File: src/rtl/rangebin_sequencer.sv
// Range-bin sweep sequencer: walks the bins of one frame through the calc
// engine, counts frames per spectrum accumulation and issues the accumulation
// clear once the receiver's delayed bin count has settled.
module rangebin_sequencer #(
  parameter int N_BINS  = 32,
  parameter int ACC_NUM = 16,
  parameter int TIMEOUT = 1024,
  parameter int GUARD   = 4
) (
  input  logic       clk,
  input  logic       rst_n,
  input  logic       frame_start,
  input  logic       abort,
  input  logic       calc_ack,
  output logic       calc_req,
  output logic [4:0] calc_bin,
  output logic       cal_done,
  output logic       SPEC_Acc_Done,
  output logic       busy,
  output logic [7:0] acc_count,
  output logic       overrun,
  output logic       timeout_err
);

  typedef enum logic [2:0] {
    ST_IDLE, ST_REQ, ST_WAIT, ST_DONE, ST_GUARD, ST_ACC
  } state_t;

  localparam logic [4:0]  LAST_BIN   = 5'(N_BINS - 1);
  localparam logic [7:0]  ACC_LIMIT  = 8'(ACC_NUM);
  localparam logic [15:0] WAIT_LAST  = 16'(TIMEOUT - 1);
  localparam logic [15:0] GUARD_LAST = 16'(GUARD - 1);

  state_t      state, state_nxt;
  logic [15:0] wait_cnt, wait_nxt;
  logic [15:0] guard_cnt, guard_nxt;
  logic [4:0]  bin_nxt;
  logic [7:0]  acc_nxt, acc_inc;
  logic        req_nxt, done_nxt, spec_nxt, busy_nxt, over_nxt, tmo_nxt;

  // State, counters and every output are registered together.
  always_ff @(posedge clk or negedge rst_n) begin
    if (!rst_n) begin
      state         <= ST_IDLE;
      wait_cnt      <= '0;
      guard_cnt     <= '0;
      calc_bin      <= '0;
      acc_count     <= '0;
      calc_req      <= 1'b0;
      cal_done      <= 1'b0;
      SPEC_Acc_Done <= 1'b0;
      busy          <= 1'b0;
      overrun       <= 1'b0;
      timeout_err   <= 1'b0;
    end else begin
      state         <= state_nxt;
      wait_cnt      <= wait_nxt;
      guard_cnt     <= guard_nxt;
      calc_bin      <= bin_nxt;
      acc_count     <= acc_nxt;
      calc_req      <= req_nxt;
      cal_done      <= done_nxt;
      SPEC_Acc_Done <= spec_nxt;
      busy          <= busy_nxt;
      overrun       <= over_nxt;
      timeout_err   <= tmo_nxt;
    end
  end

  // Next-state and next-output decode; pulses are derived from the state being
  // entered so each registered pulse lines up with its state.
  always_comb begin
    state_nxt = state;
    wait_nxt  = wait_cnt;
    guard_nxt = guard_cnt;
    bin_nxt   = calc_bin;
    acc_nxt   = acc_count;
    acc_inc   = 8'(acc_count + 8'd1);
    req_nxt   = 1'b0;
    done_nxt  = 1'b0;
    spec_nxt  = 1'b0;
    over_nxt  = 1'b0;
    tmo_nxt   = 1'b0;
    if (abort) begin
      // Abort wins over everything, including a coincident frame_start.
      state_nxt = ST_IDLE;
      wait_nxt  = '0;
      guard_nxt = '0;
      bin_nxt   = '0;
      acc_nxt   = '0;
    end else begin
      over_nxt = frame_start && (state != ST_IDLE);
      case (state)
        ST_IDLE: begin
          if (frame_start) begin
            state_nxt = ST_REQ;
            bin_nxt   = '0;
          end
        end
        ST_REQ: begin
          state_nxt = ST_WAIT;
          wait_nxt  = '0;
        end
        ST_WAIT: begin
          // An ack on the final allowed cycle still counts as in time.
          if (calc_ack) begin
            state_nxt = ST_DONE;
          end else if (wait_cnt == WAIT_LAST) begin
            state_nxt = ST_IDLE;
            tmo_nxt   = 1'b1;
          end else begin
            wait_nxt = 16'(wait_cnt + 16'd1);
          end
        end
        ST_DONE: begin
          if (calc_bin != LAST_BIN) begin
            bin_nxt   = 5'(calc_bin + 5'd1);
            state_nxt = ST_REQ;
          end else begin
            acc_nxt = acc_inc;
            if (acc_inc >= ACC_LIMIT) begin
              state_nxt = ST_GUARD;
              guard_nxt = '0;
            end else begin
              state_nxt = ST_IDLE;
              bin_nxt   = '0;
            end
          end
        end
        ST_GUARD: begin
          // Hold off the clear until the receiver's delayed cal_done landed.
          if (guard_cnt == GUARD_LAST) begin
            state_nxt = ST_ACC;
          end else begin
            guard_nxt = 16'(guard_cnt + 16'd1);
          end
        end
        ST_ACC: begin
          state_nxt = ST_IDLE;
        end
        default: begin
          state_nxt = ST_IDLE;
        end
      endcase
      req_nxt  = (state_nxt == ST_REQ);
      done_nxt = (state_nxt == ST_DONE);
      spec_nxt = (state_nxt == ST_ACC);
      if (state_nxt == ST_ACC) begin
        acc_nxt = '0;
        bin_nxt = '0;
      end
    end
    busy_nxt = (state_nxt != ST_IDLE);
  end

endmodule

File: config.mk
export PLATFORM = sky130hd
export DESIGN_NAME = rangebin_sequencer
export DESIGN_NICKNAME = d
export VERILOG_FILES = /design/src/rtl/rangebin_sequencer.sv
export SDC_FILE = /design/constraint.sdc
export NUM_CORES = 1
export LEC_CHECK = 0
export CORE_MARGIN = 2
export CORE_UTILIZATION = 36
export CTS_BUF_LIST = sky130_fd_sc_hd__clkbuf_4
export DETAILED_ROUTE_END_ITERATION = 8
export GPL_TIMING_DRIVEN = 0
export SLEW_MARGIN = 25
export SYNTH_ARGS = -nofsm -noshare
export SYNTH_HDL_FRONTEND = slang
export SYNTH_SLANG_ARGS = --single-unit
File: constraint.sdc
create_clock -name clk -period 2.27 [get_ports clk]
set_clock_uncertainty 0.05 [all_clocks]
set_input_delay 0.5675 -clock clk [delete_from_list [all_inputs] [get_ports clk]]
set_output_delay 0.5675 -clock clk [all_outputs]
set_load 0.005 [all_outputs]
== After elaboration in Yosys (flattened, before gate mapping) ==
Cells that the tools add are included.
Operators by class
  $mul: 0
  bitwise operators: 0
  reductions and logical operators: 12
  equal/unequal tests: 18
  magnitude comparators: 1
  mux-type cells: 36
  shift-type cells: 0
  div/mod/pow operators: 0
  add/subtract/negate cells: 4
Operators with widths (count)
  two-way mux 16 bit: 7
  one-hot mux 16 bit (2 select lines): 2
  adder 16 x 1 -> 16 bit (second input constant): 2
  two-way mux 8 bit: 4
  two-way mux 5 bit: 5
  two-way mux 3 bit: 8
  equality test 16 x 10 -> 1 bit (second input constant): 1
  equality test 16 x 2 -> 1 bit (second input constant): 1
  inequality test 3 bit (second input constant): 5
  one-hot mux 3 bit (5 select lines): 1
  nonzero test 3 bit: 5
  inequality test 5 bit (second input constant): 2
  one-hot mux 5 bit (2 select lines): 1
  equality test 3 x 2 -> 1 bit (second input constant): 3
  adder 8 x 1 -> 8 bit (second input constant): 1
  greater-or-equal comparator 8 x 5 -> 1 bit (second input constant): 1
  two-way mux 1 bit: 8
  equality test 3 x 1 -> 1 bit (second input constant): 2
  equality test 3 bit (second input constant): 2
  AND reduction 3 bit: 2
  adder 5 x 1 -> 5 bit (second input constant): 1
  inequality test 4 bit (second input constant): 1
  AND reduction 4 bit: 1
  nonzero test 4 bit: 1
  4 further kinds: 4
Word-level totals
  input bits: 5
  bits in latches: 0
  flip-flop bits (word level): 54
  memories: 0
  ROM bits: 0
  output and inout bits: 19
  memory bits (writable): 0
  logic and storage cells: 82

== Logic depth before layout (Yosys ltp) ==
Gate-level depths: netlist of run 1.
  word-level depth: 9
  depth in mapped cells: 10
  mapped depth without buffers: 9

== Worst setup path before layout of run 1 ==
No wires, ideal clock.
  path kind: register to register
  from: register calc_bin[0]
  to: register guard_cnt[7]
  clock period less this slack: 2.395 ns
  data required time: 2.142 ns
  arrival: 2.267 ns
  library setup time: 0.078 ns
  stages on the path, launching flop included: 11
  path slack: -0.125 ns
  path buffers: 2
  path through: dfrtp_1 ha_1 and3_1 ha_1 and2_1 buf_6 o22ai_1 or2_1 buf_6 or4_1 a21boi_1
Between the ends
  longest elaborated chain between the ends: 3
Ends and longest elaborated chain
  start, declared: line 16  | output logic [4:0] calc_bin,
  start signal, assigned: line 59  | calc_bin <= bin_nxt;
  inequality test 5 bit: line 116  | if (calc_bin != LAST_BIN) begin
  inequality test 3 bit (no line)
  AND reduction 4 bit (no line)
  end signal, assigned: line 58  | guard_cnt <= guard_nxt;
  end, declared: line 36  | logic [15:0] guard_cnt, guard_nxt;
Every way passes these cells.
A chain may end at the register's enable or synchronous reset.

== Worst setup path in the final report of run 1 ==
  from: register calc_bin[0]
  to: register guard_cnt[6]
Same word-level chain as after synthesis.

==> results.md, run 1 <==
- DP HPWL: 4.90 mm
- Crit path arrival time: 2.54 ns
- Num rows: 33
- Rel. slew slack: 44.6%
- Max Cap Viol: 0
- CP Data Required Time: 2.54 ns
- Endpoints failing setup: 0
- Met2 usage: 28.2%
- Post-synth cell types: 56
- Number of global-route vias before repair: 2475
- Register bit total from synthesis: 54
- M1 GR Usage: 20.8%
- Congestion Overflow GR: 0
- Die width: 96.1 um
- 1st-iter DRT viols: 100
- Area growth syn-to-layout: 26.5%
- Switching Share: 25.3%
- Clk slew on worst S/H paths: 0.16 ns
- Worst skew pair latency: 0.38 ns
- Final-report max-slew violation count: 0
- Die area: 9240 um^2
- Sw Pwr: 0.000436 W
- Async set-reset flop share out of synthesis: 100%
- Largest net degree at the start of global routing: 41
- Via count: 2710
- DR DRC count: 0
- H-tree depth: 2
- Clk pwr share: 32.7%
- Seq/Total Area, Yosys: 44.2%
- LEAKAGE: 1.60 nW
- Combinational share of power: 10.4%
- TritonCTS buffer count: 5
- Root Driver: clkbuf_4
- WL/cell: 15.0 um
- TritonCTS clock tree: built
- Fill count: 794
- Layout Cells excl Fill: 495
- CORE AREA: 8220 um^2
- Total Routed Length: 7.43 mm
- Final GP Congestion: 0.781
- Placed cell count: 461
- Fin. Hold Viols: 0
- Top_reg_cell synth: dfrtp_1
- Port bufs: 23
- Gr usage total: 16.0%
- Hold/Removal Path Class: reg2reg
- Starting Density: 37.2%
- Worst Setup SP: calc_bin[0]
- Fin nets: 400
- RSZ-0062 raised after global routing: true
- IO Count: 24
- DR vias/cell: 5.47
- Clock sinks: 54
- Worst setup SP type: register
- GR Util met3: 2.35%
- Pwr/cell area: 447 nW/um^2
- EDFF count, synth: 0
- Number of routed nets with antenna violations: 0
- Outcome: finished, final reports clean
- Reg-to-reg startpoint: calc_bin[0]
- Layout cells sized above 1: 19.0%
- CP Capture Type: register
- Initial antenna violation count: 0
- Int Pwr: 0.00129 W
- Die Y: 96.1 um
- Period utilization: 99.9%
- Cells after synthesis: 332
- Crit Path Category: reg2reg
- Detailed Routing Iterations Pass 1: 4
- Hold wc startpoint: wait_cnt[7]
- Busiest grt layer: met2
- Peak Freq: 441 MHz
- Crit path time final: 2.27 ns
- Post-Syn Area: 3050 um^2
- VDD IR max: 0.000313 V
- First-pass GRT wire length: 11.7 mm
- Syn Nets: 343
- Fin Hold WS: 0.458 ns
- Max FO, Critical Path: 4
- Diodes inserted: 0
- Final Util: 47.0%
- Actual slew at the worst max-slew pin: 0.829 ns
- Yosys warning count: 0
- Syn_area_per_cell: 9.20 um^2
- Reg power frac: 56.9%
- Maximum root-to-sink buffer count: 2
-- power by group through the flow --
| stage | Clock (W) | Sequential, W | Combinational (W) |
|---|---|---|---|
| after CTS | 0.000585 | 0.000981 | 0.000167 |
| after global placement | 0 | 0.000999 | 0.000151 |
| after detailed placement | 0 | 0.000999 | 0.000156 |
| after global routing | 0.000618 | 0.000983 | 0.000201 |
| final | 0.000564 | 0.000981 | 0.000180 |
| after floorplan | 0 | 0.000998 | 0.0000824 |
-- cell families (layout without fill, tap and decap cells) --
group | Yosys count | count (layout) | synth area share, %
compound gates | 71 | 72 | 15.6
flops | 54 | 54 | 44.2
buf+inv | 16 | 73 | 2.62
fa+ha+maj | 6 | 6 | 2.46
xor+xnor | 17 | 17 | 4.87
mux | 5 | 5 | 1.68
simple gates | 163 | 163 | 28.6
-- registers in the layout (all words and copies together), names as in the netlist --
register,cells
calc_req,1
SPEC_Acc_Done,1
wait_cnt,16
timeout_err,1
state,3
calc_bin,5
overrun,1
acc_count,8
cal_done,1
busy,1
guard_cnt,16
-- final cells by class --
| cell class | count | area [um^2] | area share (%) |
|---|---|---|---|
| tap | 105 | 131 | 3.40 |
| clock buffer | 6 | 45.0 | 1.17 |
| inverter | 4 | 15.0 | 0.389 |
| clock inverter | 2 | 37.5 | 0.972 |
| timing repair buffer | 50 | 447 | 11.6 |
| sequential | 54 | 1350 | 35.0 |
| buffer | 11 | 63.8 | 1.65 |
| multi-input combinational | 263 | 1770 | 45.9 |
-- layout by cell type (no fill, tap or decap), drive strengths merged, types with 6 or more instances in the layout --
| master | count |
|---|---|
| dfrtp | 54 |
| o31ai | 6 |
| clkbuf | 12 |
| xor2 | 10 |
| a21oi | 13 |
| nand2b | 10 |
| nand3 | 13 |
| ha | 6 |
| nor3 | 12 |
| buf | 32 |
| clkdlybuf4s50 | 22 |
| nand2 | 28 |
| nand4 | 13 |
| and2 | 8 |
| xnor2 | 7 |
| nor2 | 38 |
| o21ai | 19 |
| nor4 | 7 |
| or2 | 6 |
| and3 | 8 |
-- per-stage QoR --
| stage | power (W) | worst slack (ns) | instance area [um^2] | TNS (ns) |
|---|---|---|---|---|
| final | 0.00173 | 0.00209 | 3860 | 0 |
| after global routing | 0.00180 | -0.0426 | 3860 | -0.343 |
| after CTS | 0.00173 | 0.000131 | 3650 | 0 |
| after detailed placement | 0.00115 | -0.206 | 3470 | -4.44 |
| after global placement | 0.00115 | -1.17 | 3450 | -67.28 |
| after floorplan | 0.00108 | -0.0405 | 3090 | -0.0405 |
-- synthesized netlist by cell type, types with 2 or more instances --
master    count  area share, %
nor3b_1       3           0.74
and4_1        2           0.57
nor4_1        6            1.2
xor2_1       10            2.9
o21ai_0       9            1.5
a31oi_1       5            1.0
nor2b_1       2           0.41
a21boi_1      4           0.98
a21o_1        2           0.49
nand4_1      13            2.7
o21bai_1      2           0.49
o31ai_1       4           0.98
nor3_1       11            1.8
a41oi_1       2           0.57
mux2i_1       4            1.3
inv_1         4           0.49
a21oi_1      13            2.1
nand2b_1     10            2.0
and3_1        8            1.6
buf_2         4           0.66
or2_2         4           0.82
dfrtp_1      54             44
o211ai_1      4           0.98
and2_1        8            1.6
nand3_1      13            2.1
nor2_1       38            4.7
ha_1          6            2.5
or4_1         2           0.49
a22o_1        2           0.57
xnor2_1       7            2.0
a211oi_1      3           0.74
o21ai_1      10            1.6
nand2_1      28            3.4
or3_1         5            1.0
a311oi_1      2           0.57
clkbuf_1      6           0.74
buf_6         2           0.74
nand3b_1      2           0.49
-- final timing paths --
check	endpoint	slack [ns]	depth (start not counted)
min in group asynchronous	wait_cnt[0]	0.50	2
worst max-delay path	guard_cnt[6]	0.002	9
worst max register to register	guard_cnt[6]	0.002	9
worst min-delay path	wait_cnt[7]	0.46	1
worst min register to register	wait_cnt[7]	0.46	1
max in group asynchronous	acc_count[0]	1.17	3
-- per-layer routing --
metal / part of all wire [%] / vias to the layer above
met2: 51 / 26
met3: 1.8 / 7
met5: 0 / -
met1: 47 / 1358
li1: - / 1319
met4: 0.69 / 0
-- repair_timing --
item / 4_1_cts / 5_1_grt
hold buffers: 1 / 0
cloned: 0 / 2
endpoints found under the setup margin: 42 / 34
setup buffers: 8 / 16
endpoints found under the hold margin: 14 / 0
pin swaps: 2 / 16
resized for setup: 10 / 19
-- critical path, stage by stage (launching register included) --
cell      delay [ns]
dfrtp_1         0.42
ha_4            0.15
and3_4          0.19
ha_4            0.14
and2_4          0.16
o22ai_4         0.07
or2_4           0.28
buf_4           0.13
or4_4           0.49
a21boi_1        0.13
No activity file was read; power rests on OpenSTA's default activity.
==> inputs of run 2 (changes only) <==
--- a/config.mk
+++ b/config.mk
@@ -7,7 +7,7 @@
 export LEC_CHECK = 0
 export CORE_MARGIN = 2
 export CORE_UTILIZATION = 36
-export CTS_BUF_LIST = sky130_fd_sc_hd__clkbuf_4
+export CTS_CLUSTER_SIZE = 14
 export DETAILED_ROUTE_END_ITERATION = 8
 export GPL_TIMING_DRIVEN = 0
 export SLEW_MARGIN = 25
==> run 2 against run 1 <==
  * Count of clock-buffer cells in the layout unchanged
  * Critical path type unchanged
  * Non-clock buffer count shrank 8
  * Critical path depth stayed put
==> results.md, run 2 (synthesized netlist as in run 1, its figures left out) <==
- Max FO, Critical Path: 10 (+6)
- Root Driver: clkbuf_8
- Worst-path cell with the longest stage delay: or4_4
- Outcome: finished, final reports clean
- Multi-input combinational cell area: 1770 um^2 (unchanged)
- VDD IR max: 0.000402 V (+29%)
- Clk slew on worst S/H paths: 0.10 ns (-0.06 ns)
- Num rows: 33 (unchanged)
- Clock sinks: 54 (unchanged)
- Fill count: 787 (-0.88%)
- Diodes inserted: 0 (unchanged)
- Top delay family on crit path: simple AND/OR/NAND/NOR gates
- Initial antenna violation count: 0 (unchanged)
- 1st-iter DRT viols: 154 (+54%)
- RSZ-0062 raised after global routing: true
- CP Data Required Time: 2.47 ns (-0.07 ns)
- DR vias/cell: 5.43 (-0.80%)
- LEAKAGE: 1.58 nW (-1.6%)
- Number of routed nets with antenna violations: 0 (unchanged)
- First-pass GRT wire length: 11.6 mm (-0.65%)
- Final GP Congestion: 0.781 (unchanged)
- Crit path arrival time: 2.44 ns (-0.10 ns)
- DP HPWL: 4.90 mm (unchanged)
- TritonCTS buffer count: 5 (unchanged)
- Placed cell count: 461 (unchanged)
- Fin nets: 392 (-2.0%)
- Period utilization: 98.5% (-1.4 points)
- Maximum root-to-sink buffer count: 2 (unchanged)
- Endpoints failing setup: 0 (unchanged)
- Commonest cells after routing, fill and taps aside: dfrtp_1, nor2_1, nand2_1, clkdlybuf4s50_1, buf_4
- Largest regs: guard_cnt x16, wait_cnt x16, acc_count x8
- CORE AREA: 8220 um^2 (unchanged)
- Busiest grt layer: met2
- Crit path time final: 2.24 ns (-0.0316 ns)
- Crit Path Category: reg2reg
- CP Capture Type: register
- Hold/Removal Path Class: in2async
- Die area: 9240 um^2 (unchanged)
- TritonCTS clock tree: built
- Most common cell after layout, fill and taps aside: dfrtp_1
- Die Y: 96.1 um (unchanged)
- Starting Density: 37.2% (unchanged)
- H-tree depth: 2 (unchanged)
- Crit path cell chain: ha_4, and3_4, ha_4, and2_4, o22ai_4, or2_4, buf_6, or4_4, a21boi_2
- Via count: 2645 (-2.4%)
- Layout cells sized above 1: 17.5% (-1.4 points)
- DR DRC count: 0 (unchanged)
- IO Count: 24 (unchanged)
- R2r setup slk: 0.03 ns (+0.03 ns)
- Port bufs: 23 (unchanged)
- Met2 usage: 28.0% (-0.23 points)
- CP peak stage delay: 0.48 ns (about the same)
- M1 GR Usage: 20.6% (-0.30 points)
- Reg-to-reg startpoint: calc_bin[0]
- GR Util met3: 2.35% (unchanged)
- Register area: 1350 um^2 (unchanged)
- Number of global-route vias before repair: 2457 (-0.73%)
- Buffers & Inverters on Critical Path: 1 (unchanged)
- Actual slew at the worst max-slew pin: 0.469 ns (-0.360 ns)
- Final-report max-slew violation count: 0 (unchanged)
- Rel. slew slack: 68.6% (+24 points)
- Area growth syn-to-layout: 25.6%
- Max Cap Viol: 0 (unchanged)
- Gr usage total: 15.9% (-0.017 points)
- R2r worst-path depth: 9 (unchanged)
- Fin. Hold Viols: 0 (unchanged)
- WL/cell: 15.0 um (+0.18%)
- Die width: 96.1 um (unchanged)
- Total Routed Length: 7.32 mm (-1.4%)
- Setup TNS: 0 ns (unchanged)
- Largest net degree at the start of global routing: 41 (unchanged)
- Crit path top cell by count: ha_4
- Congestion Overflow GR: 0 (unchanged)
- Layout Cells excl Fill: 487 (-1.6%)
- Reg2Reg Capture Point: guard_cnt[7]
- Pwr/cell area: 474 nW/um^2 (+6.1%)
- Detailed Routing Iterations Pass 1: 4 (unchanged)
- Worst skew pair latency: 0.31 ns (-0.07 ns)
- Worst setup SP type: register
- Peak Freq: 447 MHz (+1.4%)
==> run 2: cell count changes in the layout (fill, tap and decap cells not counted), sizes merged <==
| cell | before | now |
|---|---|---|
| buf | 32 | 26 |
| clkbuf | 12 | 11 |
| dlygate4sd3 | 1 | 0 |
==> run 2: final cells by class <==
cell class	instances	share of cell area [%]
clock buffer	6	1.89
tap	105	3.42
sequential	54	35.3
timing repair buffer	43	10.3
buffer	10	1.60
multi-input combinational	263	46.2
inverter	4	0.391
clock inverter	2	0.978
==> run 2: worst max path at each step <==
| stage | startpoint | cells after the start | end |
|---|---|---|---|
| global placement | rst_n | 1 | guard_cnt[8] |
| floorplan | calc_bin[0] | 10 | guard_cnt[7] |
| finish | calc_bin[0] | 9 | guard_cnt[7] |
| CTS | wait_cnt[0] | 9 | wait_cnt[11] |
| global route | calc_bin[1] | 9 | guard_cnt[7] |
| detailed placement | abort | 6 | wait_cnt[6] |
==> run 2: stage by stage <==
stage / power [W] / util, % / hold slack, ns / instance area (um^2) / worst slack [ns]
floorplan: 0.00108 / - / 0.222 / 3090 / -0.0405
global placement: 0.00115 / 42.0 / 0.432 / 3450 / -1.17
detailed placement: 0.00115 / 42.2 / 0.390 / 3470 / -0.206
CTS: 0.00182 / 44.3 / 0.0426 / 3640 / -0.00466
global route: 0.00189 / 46.7 / 0.0471 / 3840 / -0.0288
finish: 0.00182 / 46.7 / 0.0469 / 3840 / 0.0337
==> run 2: metal layers <==
metal	vias up	wire [um]
met1	1315	3440
met2	22	3690
met5	-	0
met3	4	138
met4	0	59
li1	1304	-
==> run 2: timing repair <==
action	CTS	global route
setup buffers	5	14
gates resized for setup	9	21
pin swaps	2	12
setup endpoints to repair	42	30
gates cloned	0	1
hold buffers	0	0
==> run 2: power breakdown <==
part / total (W) / internal [W] / switching [W]
combinational: 0.000175 / 0.0000682 / 0.000107
sequential: 0.000980 / 0.000972 / 0.00000852
clock: 0.000662 / 0.000330 / 0.000332
total: 0.00182 / 0.00137 / 0.000447
